`config.mk`:
```
export PLATFORM = sky130hd
export DESIGN_NAME = morse_letter_sequencer
export DESIGN_NICKNAME = d
export VERILOG_FILES = /design/src/rtl/morse_letter_sequencer.sv
export SDC_FILE = /design/constraint.sdc
export NUM_CORES = 1
export LEC_CHECK = 0
export ABC_AREA = 1
export CORE_ASPECT_RATIO = 1.5
export CORE_MARGIN = 2
export CORE_UTILIZATION = 30
export CTS_BUF_LIST = sky130_fd_sc_hd__clkbuf_8
export CTS_CLUSTER_SIZE = 28
export DETAILED_ROUTE_END_ITERATION = 10
export GPL_TIMING_DRIVEN = 0
export HOLD_SLACK_MARGIN = 0.12
export PLACE_DENSITY = 0.43
export SYNTH_ARGS = -nofsm -noshare
export SYNTH_HDL_FRONTEND = slang
export SYNTH_SLANG_ARGS = --single-unit
```
`constraint.sdc`:
```
create_clock -name clk -period 4 [get_ports clk]
set_input_delay 0.8 -clock clk [delete_from_list [all_inputs] [get_ports clk]]
set_output_delay 0.8 -clock clk [all_outputs]
set_load 0.03 [all_outputs]
```
`src/rtl/morse_letter_sequencer.sv`:
```
`default_nettype none
// ============================================================================
// Module   : morse_letter_sequencer
// Purpose  : Groups per-press dot/dash symbols into letters, decodes them to
//            ASCII and queues letters and word spaces in a small output FIFO.
// Revision : 1.0  initial release
// ============================================================================
module morse_letter_sequencer #(
    parameter int FIFO_DEPTH = 4,     // power of 2, >= 2
    parameter int WORD_GAP   = 7000,
    parameter int GAP_W      = 32
) (
    input  logic       clk,
    input  logic       rst_n,
    input  logic       button,
    input  logic [1:0] morse_signal,
    input  logic       letter_spacing,
    output logic       letter_valid,
    input  logic       letter_ready,
    output logic [7:0] letter_ascii,
    output logic [2:0] letter_len,
    output logic [4:0] letter_bits,
    output logic       letter_dropped,
    output logic       overflow
);

    localparam int               c_PTR_W    = $clog2(FIFO_DEPTH);
    localparam int               c_CNT_W    = c_PTR_W + 1;
    localparam logic [GAP_W-1:0] c_GAP_LAST = GAP_W'(WORD_GAP - 1);
    localparam logic [c_CNT_W-1:0] c_FULL   = c_CNT_W'(FIFO_DEPTH);
    localparam logic [2:0]       c_MAX_SYM  = 3'd5;

    localparam logic [1:0] c_ST_IDLE    = 2'd0;
    localparam logic [1:0] c_ST_COLLECT = 2'd1;
    localparam logic [1:0] c_ST_GAP     = 2'd2;

    logic [1:0]         state_q, state_d;
    logic               button_d_q, arm_q, ls_d_q, close_q;
    logic [4:0]         bits_q, bits_d;
    logic [2:0]         cnt_q, cnt_d;
    logic               bad_q, bad_d;
    logic [GAP_W-1:0]   gap_q, gap_d;
    logic               overflow_q, dropped_q;

    logic [c_PTR_W-1:0] wr_ptr_q, rd_ptr_q;
    logic [c_CNT_W-1:0] count_q;
    logic [15:0]        mem_q [FIFO_DEPTH];

    logic               sym_valid, sym_dash, app_ok, app_ovf, bad_app;
    logic [4:0]         bits_app;
    logic [2:0]         cnt_app;
    logic               letter_push, space_push, push, pop, push_ok, drop;
    logic [15:0]        push_data;

    function automatic logic [7:0] f_decode(input logic [2:0] len, input logic [4:0] bits);
        logic [7:0] ch;
        case ({len, bits})
            {3'd1, 5'd0}:  ch = 8'h45;  {3'd1, 5'd1}:  ch = 8'h54;
            {3'd2, 5'd0}:  ch = 8'h49;  {3'd2, 5'd1}:  ch = 8'h4E;
            {3'd2, 5'd2}:  ch = 8'h41;  {3'd2, 5'd3}:  ch = 8'h4D;
            {3'd3, 5'd0}:  ch = 8'h53;  {3'd3, 5'd1}:  ch = 8'h44;
            {3'd3, 5'd2}:  ch = 8'h52;  {3'd3, 5'd3}:  ch = 8'h47;
            {3'd3, 5'd4}:  ch = 8'h55;  {3'd3, 5'd5}:  ch = 8'h4B;
            {3'd3, 5'd6}:  ch = 8'h57;  {3'd3, 5'd7}:  ch = 8'h4F;
            {3'd4, 5'd0}:  ch = 8'h48;  {3'd4, 5'd1}:  ch = 8'h42;
            {3'd4, 5'd2}:  ch = 8'h4C;  {3'd4, 5'd3}:  ch = 8'h5A;
            {3'd4, 5'd4}:  ch = 8'h46;  {3'd4, 5'd5}:  ch = 8'h43;
            {3'd4, 5'd6}:  ch = 8'h50;  {3'd4, 5'd8}:  ch = 8'h56;
            {3'd4, 5'd9}:  ch = 8'h58;  {3'd4, 5'd11}: ch = 8'h51;
            {3'd4, 5'd13}: ch = 8'h59;  {3'd4, 5'd14}: ch = 8'h4A;
            {3'd5, 5'd0}:  ch = 8'h35;  {3'd5, 5'd1}:  ch = 8'h36;
            {3'd5, 5'd3}:  ch = 8'h37;  {3'd5, 5'd7}:  ch = 8'h38;
            {3'd5, 5'd15}: ch = 8'h39;  {3'd5, 5'd16}: ch = 8'h34;
            {3'd5, 5'd24}: ch = 8'h33;  {3'd5, 5'd28}: ch = 8'h32;
            {3'd5, 5'd30}: ch = 8'h31;  {3'd5, 5'd31}: ch = 8'h30;
            default:       ch = 8'h3F;
        endcase
        return ch;
    endfunction

    // A release arms capture; morse_signal is valid one cycle after the release.
    always_ff @(posedge clk or negedge rst_n) begin
        if (!rst_n) begin
            button_d_q <= 1'b0;
            arm_q      <= 1'b0;
            ls_d_q     <= 1'b0;
            close_q    <= 1'b0;
        end else begin
            button_d_q <= button;
            arm_q      <= button_d_q & ~button;
            ls_d_q     <= letter_spacing;
            close_q    <= letter_spacing & ~ls_d_q;
        end
    end

    always_comb begin
        sym_valid = arm_q && (morse_signal == 2'b10 || morse_signal == 2'b01);
        sym_dash  = (morse_signal == 2'b01);
        app_ok    = sym_valid && (cnt_q < c_MAX_SYM);
        app_ovf   = sym_valid && (cnt_q == c_MAX_SYM);
        bits_app  = bits_q;
        if (app_ok) begin
            bits_app[cnt_q] = sym_dash;
        end
        cnt_app   = cnt_q + {2'b00, app_ok};
        bad_app   = bad_q | app_ovf;
    end

    always_ff @(posedge clk or negedge rst_n) begin
        if (!rst_n) begin
            state_q <= c_ST_IDLE;
        end else begin
            state_q <= state_d;
        end
    end

    always_comb begin
        state_d = state_q;
        case (state_q)
            c_ST_IDLE:    if (sym_valid) state_d = c_ST_COLLECT;
            c_ST_COLLECT: if (close_q) state_d = c_ST_GAP;
            c_ST_GAP: begin
                if (sym_valid) begin
                    state_d = c_ST_COLLECT;
                end else if (button || (gap_q == c_GAP_LAST)) begin
                    state_d = c_ST_IDLE;
                end
            end
            default:      state_d = c_ST_IDLE;
        endcase
    end

    // Append always happens before close, so a same-edge symbol joins the letter.
    always_comb begin
        letter_push = 1'b0;
        space_push  = 1'b0;
        bits_d      = bits_app;
        cnt_d       = cnt_app;
        bad_d       = bad_app;
        gap_d       = '0;
        push_data   = {8'h20, 3'd0, 5'd0};
        case (state_q)
            c_ST_COLLECT: begin
                if (close_q) begin
                    letter_push = 1'b1;
                    push_data   = {(bad_app ? 8'h3F : f_decode(cnt_app, bits_app)), cnt_app, bits_app};
                    bits_d      = '0;
                    cnt_d       = '0;
                    bad_d       = 1'b0;
                end
            end
            c_ST_GAP: begin
                if (!sym_valid && !button) begin
                    if (gap_q == c_GAP_LAST) begin
                        space_push = 1'b1;
                    end else begin
                        gap_d = gap_q + GAP_W'(1);
                    end
                end
            end
            default: ;
        endcase
    end

    always_ff @(posedge clk or negedge rst_n) begin
        if (!rst_n) begin
            bits_q     <= '0;
            cnt_q      <= '0;
            bad_q      <= 1'b0;
            gap_q      <= '0;
            overflow_q <= 1'b0;
            dropped_q  <= 1'b0;
        end else begin
            bits_q     <= bits_d;
            cnt_q      <= cnt_d;
            bad_q      <= bad_d;
            gap_q      <= gap_d;
            overflow_q <= app_ovf;
            dropped_q  <= drop;
        end
    end

    // A pop frees the head slot on the same edge, so a full FIFO still accepts.
    always_comb begin
        push    = letter_push | space_push;
        pop     = letter_valid & letter_ready;
        push_ok = push && ((count_q != c_FULL) || pop);
        drop    = push && (count_q == c_FULL) && !pop;
    end

    always_ff @(posedge clk or negedge rst_n) begin
        if (!rst_n) begin
            wr_ptr_q <= '0;
            rd_ptr_q <= '0;
            count_q  <= '0;
        end else begin
            if (push_ok) wr_ptr_q <= wr_ptr_q + c_PTR_W'(1);
            if (pop)     rd_ptr_q <= rd_ptr_q + c_PTR_W'(1);
            count_q <= count_q + c_CNT_W'(push_ok) - c_CNT_W'(pop);
        end
    end

    always_ff @(posedge clk) begin
        if (push_ok) begin
            mem_q[wr_ptr_q] <= push_data;
        end
    end

    assign letter_valid   = (count_q != '0);
    assign {letter_ascii, letter_len, letter_bits} = letter_valid ? mem_q[rd_ptr_q] : 16'h0000;
    assign letter_dropped = dropped_q;
    assign overflow       = overflow_q;

endmodule
`default_nettype wire

```
; ---- Yosys cells after proc, flatten, opt, wreduce, memory -nomap -nowiden
; Memories as Yosys holds them, arrays and structs flattened.
; Index checks and enable logic that the tools add are counted.
[totals]
ramBits = 64
output_inout_bits = 19
word_cells = 125
mem_bits_ro = 0
regBits = 56
mem_count = 1
inputBits = 7
latch_bits = 0
[classes]
n_addsub = 6
shift = 0
mux = 30
div = 0
multipliers = 0
n_lt_le_gt_ge = 3
n_eq_ne = 47
n_reduce_logical = 17
n_bitwise = 7
[memory_table]
columns = name, depth, word_bits, rd, rd_ports_with_merged_regs, write_ports, line_no
row1 = mem_q, 4, 16, 1, 0, 1, 47  ; logic [15:0] mem_q [FIFO_DEPTH];
[ops]
columns = op, count
row1 = case mux 7 bit (36 select lines), 1
row2 = "== test 8 bit, second input constant", 22
row3 = "== test 8 x 7 -> 1 bit, second input constant", 12
row4 = 2-to-1 mux 32 bit, 3
row5 = 2-to-1 mux 16 bit, 3
row6 = "adder 32 x 1 -> 32 bit, second input constant", 1
row7 = "== test 32 x 13 -> 1 bit, second input constant", 1
row8 = "== test 8 x 6 -> 1 bit, second input constant", 2
row9 = 2-to-1 mux 5 bit, 3
row10 = 2-to-1 mux 1 bit, 10
row11 = logical AND 1 bit, 8
row12 = 2-to-1 mux 2 bit, 4
row13 = 2-to-1 mux 8 bit, 1
row14 = adder 3 x 1 -> 3 bit, 2
row15 = "== test 3 bit, second input constant", 2
row16 = 2-to-1 mux 3 bit, 2
row17 = "!= test 3 bit, second input constant", 2
row18 = case mux 2 bit (3 select lines), 1
row19 = bitwise mux 5 bit, 1
row20 = "adder 2 x 1 -> 2 bit, second input constant", 2
row21 = "== test 2 x 1 -> 1 bit, second input constant", 2
row22 = "== test 2 bit, second input constant", 2
row23 = "< comparator 3 x 4 -> 1 bit, second input constant", 1
row24 = "!= test 2 bit, second input constant", 2
row25 = 12 further kinds, 20

; ---- Logic depth before layout (Yosys ltp)
; Gate-level depths: netlist of run 1.
[depth]
depth_word = 11
mapped_depth = 21
depth_no_buf = 21

; ---- Worst setup path before layout of run 1
; Ideal clock, no wire load.
[synth_timing]
path_kind = in2reg
start = input morse_signal[1]
end = memory mem_q[0][10], data pin
setup_slack_ns = 0.844
n_path_buf = 0
required_ns = 3.728
setup_ns = 0.272
path_stages = 19
arrival_time_ns = 2.884
cell_sequence = inv_1 ha_1 nor2_4 inv_2 nor2_1 ha_1 ha_1 inv_1 nand2_1 inv_1 nand2_1 nor2_2 nand3_1 nand2_1 nand2_1 inv_1 nor2_1 nand3_2 a21oi_1
[synth_between]
elab_chain_len = 10
elab_cells_between_ends = 50
classes_between = 1 x add/sub / 38 x eq/ne / 6 x mux / 1 x bitwise / 4 x reduce/logical
[synth_lines]
columns = element, line_no
row1 = start: declaration, 16  ; input logic [1:0] morse_signal,
row2 = == test 2 bit / == test 2 x 1 -> 1 bit (equally long branches), "97, 98"
row3 = logical OR 1 bit, 97  ; sym_valid = arm_q && (morse_signal == 2'b10 || morse_signal == 2'b01);
row4 = logical AND 1 bit, 97
row5 = logical AND 1 bit, 99  ; app_ok = sym_valid && (cnt_q < c_MAX_SYM);
row6 = adder 3 x 1 -> 3 bit / 2-to-1 mux 5 bit (equally long branches), "105, 102"
row7 = == test 8 bit (tied with other cells), 57  ; case ({len, bits})
row8 = case mux 7 bit (36 select lines), 57
row9 = 2-to-1 mux 8 bit *, 146  ; push_data = {(bad_app ? 8'h3F : f_decode(cnt_app, bits_app)), cnt_app, bits_app};
row10 = 2-to-1 mux 16 bit *, 144  ; if (close_q) begin
row11 = 2-to-1 mux 16 bit *, 142  ; case (state_q)
row12 = via push_data[10], 53  ; logic [15:0] push_data;
row13 = end: declaration, 47
; Mark *: on every way through the listed nets, which the timed path passes. The rest lies on a longest branch.

; ---- Final worst setup path of run 1
[layout_timing]
start = input morse_signal[1]
end = memory mem_q[0][9], data pin
; Same word-level chain as after synthesis.

==> flow_summary.json, run 1 <==
{
  "path_buf_inv": 5,
  "worstPathMaxFanout": 10,
  "fin_area_mm2": 0.00723,
  "slew_headroom_pct": 56.6,
  "gr-usage-met2_pct": 30.5,
  "synthArstFlopShare_pct": 48.3,
  "dieWidth_um": 121,
  "clkLatencyLatePin_ns": 0.44,
  "htreeDepth": 4,
  "cpMaxStageDelayCell": "clkdlybuf4s50_1",
  "num_rows": 64,
  "wl_per_cell_um": 15.5,
  "ctsHoldBuffers": 0,
  "slew_violations": 0,
  "drt_iter0_markers": 331,
  "synth_common_cells": "169 x nor2_1, 111 x nand2_1, 76 x inv_1",
  "synth.most_common_cell": "nor2_1",
  "syn_to_final_growth_pct": 18.1,
  "synth_top_area_cell": "edfxtp_1",
  "vias": 4984,
  "min_period_ns": 3.81,
  "cp-end-kind": "flop",
  "multiInputGateArea_mm2": 0.00256,
  "floorplan.initialDensity_pct": 30.2,
  "diodes": 0,
  "start_kind": "primary input",
  "cts_tree": "done",
  "synth_area_leaders": "edfxtp_1 29%, dfrtp_1 23%, nor2_1 10%",
  "die-area_mm2": 0.0216,
  "powerDensity_mw_per_mm2": 632,
  "leakagePower_nw": 2.93,
  "layout_setup_ws_ns": 0.185,
  "yosysWarnings": 0,
  "finalCritPeriodShare_pct": 95.4,
  "status": "complete, no violations",
  "busiest_layer": "met2",
  "r2r-end": "count_q[2]$_DFF_PN0_",
  "synth_cell_types": 38,
  "synth_top_area_share_pct": 29.4,
  "drive_above_1_share_pct": 10.2,
  "antenna_found_initial": 0,
  "crit_family": "simple AND/OR/NAND/NOR gates",
  "drt_pass1_iterations": 7,
  "gp_congestion": 0.893,
  "cts_buffer_depth": 2,
  "place_hpwl_mm": 12.2,
  "finClkSkew_ns": 0.0142,
  "setup_viol": 0,
  "ant_nets": 0,
  "dp_slack_ns": -0.262,
  "fin_nets": 799,
  "r2r-start": "gap_q[0]$_DFF_PN0_",
  "r2r_cells": 14,
  "remaining_drc_errors": 0,
  "synth_nets": 751,
  "clock_sinks": 116,
  "grtUsageMet1_pct": 18.5,
  "synth_edf_count": 60,
  "rrSetupSlack_ns": 0.75,
  "fill_cells": 2072,
  "grt_setup_unrepaired": "no",
  "worstSetupPathType": "in -> reg",
  "ys_seq_area_share_pct": 52.3,
  "tightestPinTransition_ns": 0.646,
  "placedInstanceArea_mm2": 0.00678,
  "syn_area_mm2": 0.00613,
  "grt.met3_usage_pct": 3.21,
  "core_area_mm2": 0.0203,
  "post-cts-setup-buffer-count": 0,
  "cts-root-buf": "clkbuf_8",
  "cpPeakStageDelay_ns": 0.45,
  "overflow": 0,
  "grt_usage_pct": 16.3,
  "syn_area_per_cell_um2": 8.36,
  "io_pins": 26,
  "finalPower_mw": 4.57,
  "hold_violations": 0,
  "grt_pass1_wl_mm": 26.8,
  "grt_max_degree": 32,
  "port_buffers": 24,
  "routed_wl_mm": 16.3,
  "die_height_um": 179,
  "synthFlopType": "edfxtp_1",
  "first_global_vias": 4966,
  "crit_chain": "clkdlybuf4s50_1, inv_1, ha_1, nor2_4, inv_2, nor2_1, ha_1, ha_1, inv_1, nand2_1, inv_1, nand2_1, nor2_4, nand3_1, nand2_1, nand3b_1, nor2_1, a21oi_1",
  "arrival_ns": 4.04,
  "worstPathRequired_ns": 4.22,
  "cap_violations": 0,
  "synth.ff_latch_count": 116,
  "hold_slack_ns": 0.373,
  "fmax_mhz": 262,
  "hold_class": "in -> async",
  "peakVddDrop_mv": 0.208,
  "path_clk_slew_ns": 0.08,
  "ff_latch_area_mm2": 0.00320,
  "synthCells": 733,
  "vias_per_cell": 4.71,
  "cts_buffers": 17
}
-- worst max-delay path by stage --
stage | cells after the start | slack (ns) | startpoint | to
6_report | 18 | 0.19 | morse_signal[1] | mem_q[0][9]$_DFFE_PP_
5_1_grt | 20 | 0.01 | morse_signal[1] | mem_q[1][12]$_DFFE_PP_
3_5_place_dp | 20 | -0.26 | morse_signal[1] | mem_q[3][11]$_DFFE_PP_
3_3_place_gp | 9 | -0.43 | morse_signal[1] | mem_q[0][11]$_DFFE_PP_
2_1_floorplan | 19 | 0.84 | morse_signal[1] | mem_q[0][10]$_DFFE_PP_
4_1_cts | 4 | 0.08 | count_q[1]$_DFF_PN0_ | letter_len[2]
-- layout make-up --
type,count,area share [%]
plain buffers,18,1.05
clock buffers,17,3.23
clock inverters,15,2.84
inverters,83,4.34
multi-input cells,516,35.3
flip-flops and latches,116,44.3
well taps,264,4.57
repair buffers,29,4.36
-- power breakdown --
| part | switching, mW | total (mW) | internal (mW) |
|---|---|---|---|
| Sequential | 0.0793 | 1.44 | 1.36 |
| Combinational | 1.30 | 1.93 | 0.633 |
| Clock | 0.518 | 1.20 | 0.683 |
| Total | 1.90 | 4.57 | 2.68 |
-- cells by family (layout without fill, tap and decap cells) --
group                      count (synthesis)  count (layout)  synth area share [%]
AOI/OAI and AO/OA                         77              77                  6.56
xor gates and xnor gates                  11              11                  1.57
adders and majority gates                 11              11                  2.37
buffers and inverters                    101             162                  6.37
DFF                                      116             116                  52.3
other                                      1               1                0.0612
and+or+nand+nor                          416             416                  30.8
-- repair_timing --
item	4_1_cts	5_1_grt
endpoints found under the hold margin	0	0
setup endpoints to repair	0	18
gates resized for setup	0	3
-- registers in the layout, indices dropped and copies added, names as in the netlist, 2 cells and up --
signal    cells
count_q       3
mem_q        60
gap_q        32
rd_ptr_q      2
state_q       2
bits_q        5
cnt_q         3
wr_ptr_q      2
-- layout by cell type (no fill, tap or decap), drive strengths merged, types with 9 or more instances in the layout --
cell type,netlist,final
a21oi,33,33
buf,3,9
clkbuf,15,32
clkdlybuf4s50,0,23
dfrtp,56,56
edfxtp,60,60
ha,10,10
inv,83,85
nand2,119,119
nand3,49,49
nand4,15,15
nor2,179,179
nor3,34,34
o21ai,38,38
-- routing by layer --
metal	routed length (µm)	vias to the layer above	part of all wire, %
met3	441	23	2.7
met4	232	0	1.4
li1	-	2503	-
met5	0	-	0
met1	6850	2357	42
met2	8820	101	54
-- worst register-to-register path, stage by stage, from the launching register on --
cell and delay [ns]:
dfrtp_1 0.38, ha_1 0.18, nand2_1 0.08, inv_1 0.10, nand3_1 0.09, nor3_1 0.23, nand4_1 0.16, o21ai_0 0.45
nand2_1 0.37, ha_1 0.37, inv_1 0.05, ha_1 0.12, inv_1 0.05, fa_1 0.37, xnor2_1 0.14
-- metrics by stage --
| step | setup TNS (ns) | util (%) | instances |
|---|---|---|---|
| floorplan | 0 | - | 733 |
| global placement | -28.16 | 33.1 | 1021 |
| detailed placement | -4.92 | 33.5 | 1026 |
| CTS | 0 | 35.6 | 1058 |
| global route | 0 | 35.7 | 1058 |
| finish | 0 | 35.7 | 1058 |
No activity file was read; power rests on OpenSTA's default activity.
==> run 2: changes to the inputs <==
--- a/config.mk
+++ b/config.mk
@@ -8,13 +8,13 @@
 export ABC_AREA = 1
 export CORE_ASPECT_RATIO = 1.5
 export CORE_MARGIN = 2
-export CORE_UTILIZATION = 30
+export CORE_UTILIZATION = 50
 export CTS_BUF_LIST = sky130_fd_sc_hd__clkbuf_8
 export CTS_CLUSTER_SIZE = 28
 export DETAILED_ROUTE_END_ITERATION = 10
 export GPL_TIMING_DRIVEN = 0
 export HOLD_SLACK_MARGIN = 0.12
-export PLACE_DENSITY = 0.43
+export PLACE_DENSITY = 0.66
 export SYNTH_ARGS = -nofsm -noshare
 export SYNTH_HDL_FRONTEND = slang
 export SYNTH_SLANG_ARGS = --single-unit
==> flow_summary.json, run 2 (same netlist as run 1, synthesis figures left out) <==
{
  "grt_max_degree": 36,
  "drt_pass1_iterations": 6,
  "worstPathRequired_ns": 3.20,
  "largest_reg_flops": 60,
  "io_pins": 26,
  "path_buf_inv": 2,
  "top_regs": "mem_q: 60 flops, gap_q: 32 flops, bits_q: 5 flops",
  "routed_wl_mm": 14.6,
  "grt.met3_usage_pct": 4.66,
  "finClkSkew_ns": 0.00947,
  "gr-usage-met2_pct": 43.1,
  "place_hpwl_mm": 10.8,
  "min_period_ns": 3.77,
  "dieWidth_um": 94.4,
  "cts_buffer_depth": 2,
  "placedInstanceArea_mm2": 0.00658,
  "num_rows": 49,
  "status": "complete, no violations",
  "grt_setup_unrepaired": "no",
  "remaining_drc_errors": 0,
  "slew_violations": 0,
  "vias": 5074,
  "drive_above_1_share_pct": 9.10,
  "drt_iter0_markers": 306,
  "gp_congestion": 0.908,
  "r2r_cells": 14,
  "hold_class": "in -> async",
  "fin_area_mm2": 0.00695,
  "crit_chain": "nor3_1, clkbuf_1, a21oi_1, clkdlybuf4s50_1",
  "clock_sinks": 116,
  "peakVddDrop_mv": 0.397,
  "finalPower_mw": 4.31,
  "final_common_cell": "nor2_1",
  "clkLatencyLatePin_ns": 0.43,
  "floorplan.initialDensity_pct": 51.3,
  "worstSetupPathType": "reg -> out",
  "cts_tree": "done",
  "fmax_mhz": 266,
  "regMostFlops": "mem_q",
  "diodes": 0,
  "tightestPinTransition_ns": 0.989,
  "die-area_mm2": 0.0132,
  "r2r-end": "count_q[2]$_DFF_PN0_",
  "r2r-start": "gap_q[0]$_DFF_PN0_",
  "cpPeakStageDelay_ns": 0.82,
  "critical_path_depth": 4,
  "hold_violations": 0,
  "fin_nets": 796,
  "vias_per_cell": 5.38,
  "port_buffers": 24,
  "overflow": 0,
  "leakagePower_nw": 2.88,
  "cts-root-buf": "clkbuf_8",
  "rrSetupSlack_ns": 0.74,
  "die_height_um": 140,
  "antenna_found_initial": 0,
  "busiest_layer": "met2",
  "grtUsageMet1_pct": 26.8,
  "finalCritPeriodShare_pct": 94.1,
  "cp-end-kind": "output pin",
  "start_kind": "flop",
  "cpMaxStageDelayCell": "nor3_1",
  "final_cell_mix": "165 x nor2_1, 111 x nand2_1, 79 x inv_1",
  "worstPathMaxFanout": 10,
  "wl_per_cell_um": 15.5,
  "setup_viol": 0,
  "slew_headroom_pct": 33.6,
  "core_area_mm2": 0.0120,
  "arrival_ns": 2.97,
  "cts_buffers": 17,
  "path_clk_slew_ns": 0.07,
  "crit_family": "buffers and inverters",
  "cap_violations": 0,
  "syn_to_final_growth_pct": 13.4,
  "grt_pass1_wl_mm": 24.3,
  "htreeDepth": 4,
  "powerDensity_mw_per_mm2": 621,
  "grt_usage_pct": 23.9,
  "ant_nets": 0,
  "first_global_vias": 5152,
  "post-cts-setup-buffer-count": 0,
  "fill_cells": 1098
}
==> run 2: cell count changes in the layout (fill, tap and decap cells not counted), sizes merged <==
| cell | change |
|---|---|
| buf | -3 |
| bufinv | -3 |
| clkbuf | +1 |
| clkinv | +1 |
| inv | +1 |
==> run 2: how the worst max path moves through the flow <==
stage	start	end	slack [ns]
floorplan	morse_signal[1]	mem_q[0][10]$_DFFE_PP_	0.84
global placement	morse_signal[1]	mem_q[3][9]$_DFFE_PP_	-0.31
finish	count_q[1]$_DFF_PN0_	letter_ascii[0]	0.23
global route	morse_signal[1]	mem_q[0][11]$_DFFE_PP_	0.00005
CTS	morse_signal[1]	mem_q[1][10]$_DFFE_PP_	0.10
detailed placement	morse_signal[1]	mem_q[1][9]$_DFFE_PP_	-0.33
==> run 2: timing repair <==
item / CTS / global route
hold buffers: 0 / 0
resized for setup: 0 / 3
setup endpoints to repair: 0 / 12
==> run 2: worst reg2reg max path, cell delays in order (launching register included) <==
cell     delay (ns)
dfrtp_1        0.38
ha_1           0.18
nand2_1        0.09
inv_1          0.11
nand3_1        0.09
nor3_1         0.23
nand4_1        0.17
o21ai_0        0.45
nand2_1        0.35
ha_1           0.37
inv_1          0.05
ha_1           0.13
inv_1          0.05
fa_1           0.37
xnor2_1        0.18
==> run 2: power breakdown <==
part           leakage (nW)  internal [mW]  switching [mW]
clock                 0.187          0.492           0.465
sequential             1.30           1.36          0.0732
combinational          1.39          0.631            1.29
total                  2.88           2.49            1.83
==> run 2: per-stage QoR <==
stage	setup slack (ns)	hold WS, ns	utilization (%)	TNS [ns]	cells
after floorplan	0.844	0.376	-	0	733
after global placement	-0.313	0.386	54.9	-17.41	910
after detailed placement	-0.335	0.395	55.1	-11.15	912
after CTS	0.101	0.341	58.0	0	944
after global routing	0.0000546	0.360	58.1	0	944
final	0.235	0.339	58.1	0	944
==> run 2: area by class of cell <==
class                   count  area [µm²]  area share [%]
clock inverters            14         101            1.46
repair buffers             26         263            3.78
clock buffers              18         248            3.57
inverters                  83         314            4.52
plain buffers              18        76.3            1.10
well taps                 153         191            2.75
flip-flops and latches    116        3200            46.1
multi-input cells         516        2550            36.7
==> run 2: layer usage <==
metal,share of wire (%),vias to the layer above
met2,54,137
met4,3.1,0
met3,4.0,43
li1,-,2504
met1,39,2390
met5,0,-
==> run 3: changes to the inputs <==
--- a/config.mk
+++ b/config.mk
@@ -12,9 +12,10 @@
 export CTS_BUF_LIST = sky130_fd_sc_hd__clkbuf_8
 export CTS_CLUSTER_SIZE = 28
 export DETAILED_ROUTE_END_ITERATION = 10
+export DONT_BUFFER_PORTS = 1
 export GPL_TIMING_DRIVEN = 0
 export HOLD_SLACK_MARGIN = 0.12
-export PLACE_DENSITY = 0.66
+export PLACE_DENSITY = 0.63
 export SYNTH_ARGS = -nofsm -noshare
 export SYNTH_HDL_FRONTEND = slang
 export SYNTH_SLANG_ARGS = --single-unit
==> flow_summary.json, run 3 (same netlist as run 1, synthesis figures left out) <==
{
  "peakVddDrop_mv": 0.394,
  "htreeDepth": 4,
  "diodes": 0,
  "overflow": 0,
  "ant_nets": 0,
  "core_area_mm2": 0.0120,
  "status": "complete, no violations",
  "num_rows": 49,
  "start_kind": "primary input",
  "gp_congestion": 0.963,
  "finClkSkew_ns": 0.0105,
  "min_period_ns": 3.33,
  "slew_violations": 0,
  "cts-root-buf": "clkbuf_8",
  "powerDensity_mw_per_mm2": 622,
  "hold_violations": 0,
  "grt_pass1_wl_mm": 23.3,
  "grt_setup_unrepaired": "no",
  "timing.setup.tns_ns": 0,
  "vias_per_cell": 5.39,
  "fmax_mhz": 300,
  "drive_above_1_share_pct": 9.27,
  "cts_tree": "done",
  "pwr-share-comb_pct": 39.8,
  "wl_per_cell_um": 15.7,
  "first_global_vias": 4879,
  "clkLatencyLatePin_ns": 0.43,
  "port_buffers": 0,
  "fin_nets": 771,
  "rrSetupSlack_ns": 0.74,
  "path_clk_slew_ns": 0.07,
  "die_height_um": 140,
  "remaining_drc_errors": 0,
  "cap_violations": 0,
  "layout_setup_ws_ns": 0.667,
  "finalPower_mw": 4.20,
  "cts_buffer_depth": 2,
  "power_switching_share_pct": 43.1,
  "cp-end-kind": "flop",
  "tightestPinTransition_ns": 1.04,
  "fill_cells": 1092,
  "p_sw_mw": 1.81,
  "slew_headroom_pct": 30.1,
  "place_hpwl_mm": 10.4,
  "final_cell_mix": "165 x nor2_1, 111 x nand2_1, 77 x inv_1",
  "final_common_cell": "nor2_1",
  "drt_pass1_iterations": 5,
  "worstSetupPathType": "in -> reg",
  "pwr-share-clk_pct": 25.9,
  "dieWidth_um": 94.4,
  "grt_max_degree": 57,
  "routed_wl_mm": 14.4,
  "floorplan.initialDensity_pct": 51.3,
  "finalCritPeriodShare_pct": 83.3,
  "drt_iter0_markers": 260,
  "vias": 4958,
  "p_seq_share_pct": 34.3,
  "syn_to_final_growth_pct": 10.2,
  "internal_power_mw": 2.39,
  "top_regs": "mem_q: 60 flops, gap_q: 32 flops, bits_q: 5 flops",
  "grt_usage_pct": 23.2,
  "arrival_ns": 3.55,
  "dp_slack_ns": 0.252,
  "regMostFlops": "mem_q",
  "hold_class": "in -> async",
  "antenna_found_initial": 0,
  "io_pins": 26,
  "worstPathRequired_ns": 4.21,
  "cts_buffers": 17,
  "die-area_mm2": 0.0132,
  "setup_viol": 0,
  "worstPathMaxFanout": 10,
  "clock_sinks": 116,
  "largest_reg_flops": 60,
  "leakagePower_nw": 2.80
}
[run 3: changes by cell type in the layout (fill, tap and decap cells not counted), moves of 2 or more]
cell	change
bufinv_16	+2
clkdlybuf4s50_1	-23
clkinv_4	-2
inv_1	-2
inv_6	+3
[run 3: layout make-up]
| type | count | area [µm²] | area share [%] |
|---|---|---|---|
| tap | 153 | 191 | 2.83 |
| clock buffer | 17 | 234 | 3.46 |
| sequential | 116 | 3200 | 47.4 |
| inverter | 83 | 314 | 4.65 |
| buffer | 18 | 76.3 | 1.13 |
| timing repair buffer | 1 | 27.5 | 0.408 |
| multi-input combinational | 516 | 2540 | 37.7 |
| clock inverter | 15 | 163 | 2.41 |
[run 3: stage by stage]
step	area [µm²]	util, %	std cells	hold slack [ns]
global route	6750	56.5	919	0.216
floorplan	6130	-	733	0.376
CTS	6750	56.5	919	0.215
detailed placement	6330	52.9	886	0.393
finish	6750	56.5	919	0.218
global placement	6320	52.9	886	0.386
[run 3: what timing repair did]
action | 4_1_cts | 5_1_grt
gates resized for setup | 0 | 0
setup buffers | 0 | 0
hold endpoints to repair | 56 | 0
hold buffers | 1 | 0
[run 3: final timing paths]
| kind | from | endpoint | depth (start not counted) |
|---|---|---|---|
| setup / recovery | morse_signal[1] | mem_q[2][10]$_DFFE_PP_ | 18 |
| hold / removal | rst_n | gap_q[16]$_DFF_PN0_ | 1 |
| setup reg to reg | gap_q[0]$_DFF_PN0_ | count_q[2]$_DFF_PN0_ | 14 |
| hold reg to reg | ls_d_q$_DFF_PN0_ | close_q$_DFF_PN0_ | 1 |
| max in group asynchronous | rst_n | gap_q[15]$_DFF_PN0_ | 1 |
| min in group clk | button | button_d_q$_DFF_PN0_ | 0 |
[run 3: critical path: stages]
cell and delay [ns]:
inv_1 0.02, ha_1 0.31, nor2_4 0.25, inv_2 0.11
nor2_1 0.17, ha_1 0.17, ha_1 0.24, inv_1 0.15
nand2_1 0.11, inv_1 0.08, nand2_1 0.06, nor2_2 0.30
nand3_1 0.11, nand2_1 0.09, nand2_1 0.06, nand3_1 0.14
nor3_1 0.07, a21oi_1 0.31
[run 3: metal layers]
| metal | GRT usage [%] | vias to the layer above | share of wire, % |
|---|---|---|---|
| li1 | - | 2455 | - |
| met1 | 26.2 | 2302 | 40 |
| met2 | 41.7 | 158 | 52 |
| met3 | 5.20 | 43 | 4.2 |
| met4 | 9.15 | 0 | 3.3 |
| met5 | 0 | - | 0 |
[run 3: power groups by stage]
stage / registers, mW / logic [mW] / clock network [mW]
2_1_floorplan: 1.44 / 1.28 / 0
3_3_place_gp: 1.46 / 1.61 / 0
3_5_place_dp: 1.46 / 1.63 / 0
4_1_cts: 1.44 / 1.65 / 1.11
5_1_grt: 1.45 / 1.82 / 1.17
6_report: 1.44 / 1.67 / 1.09
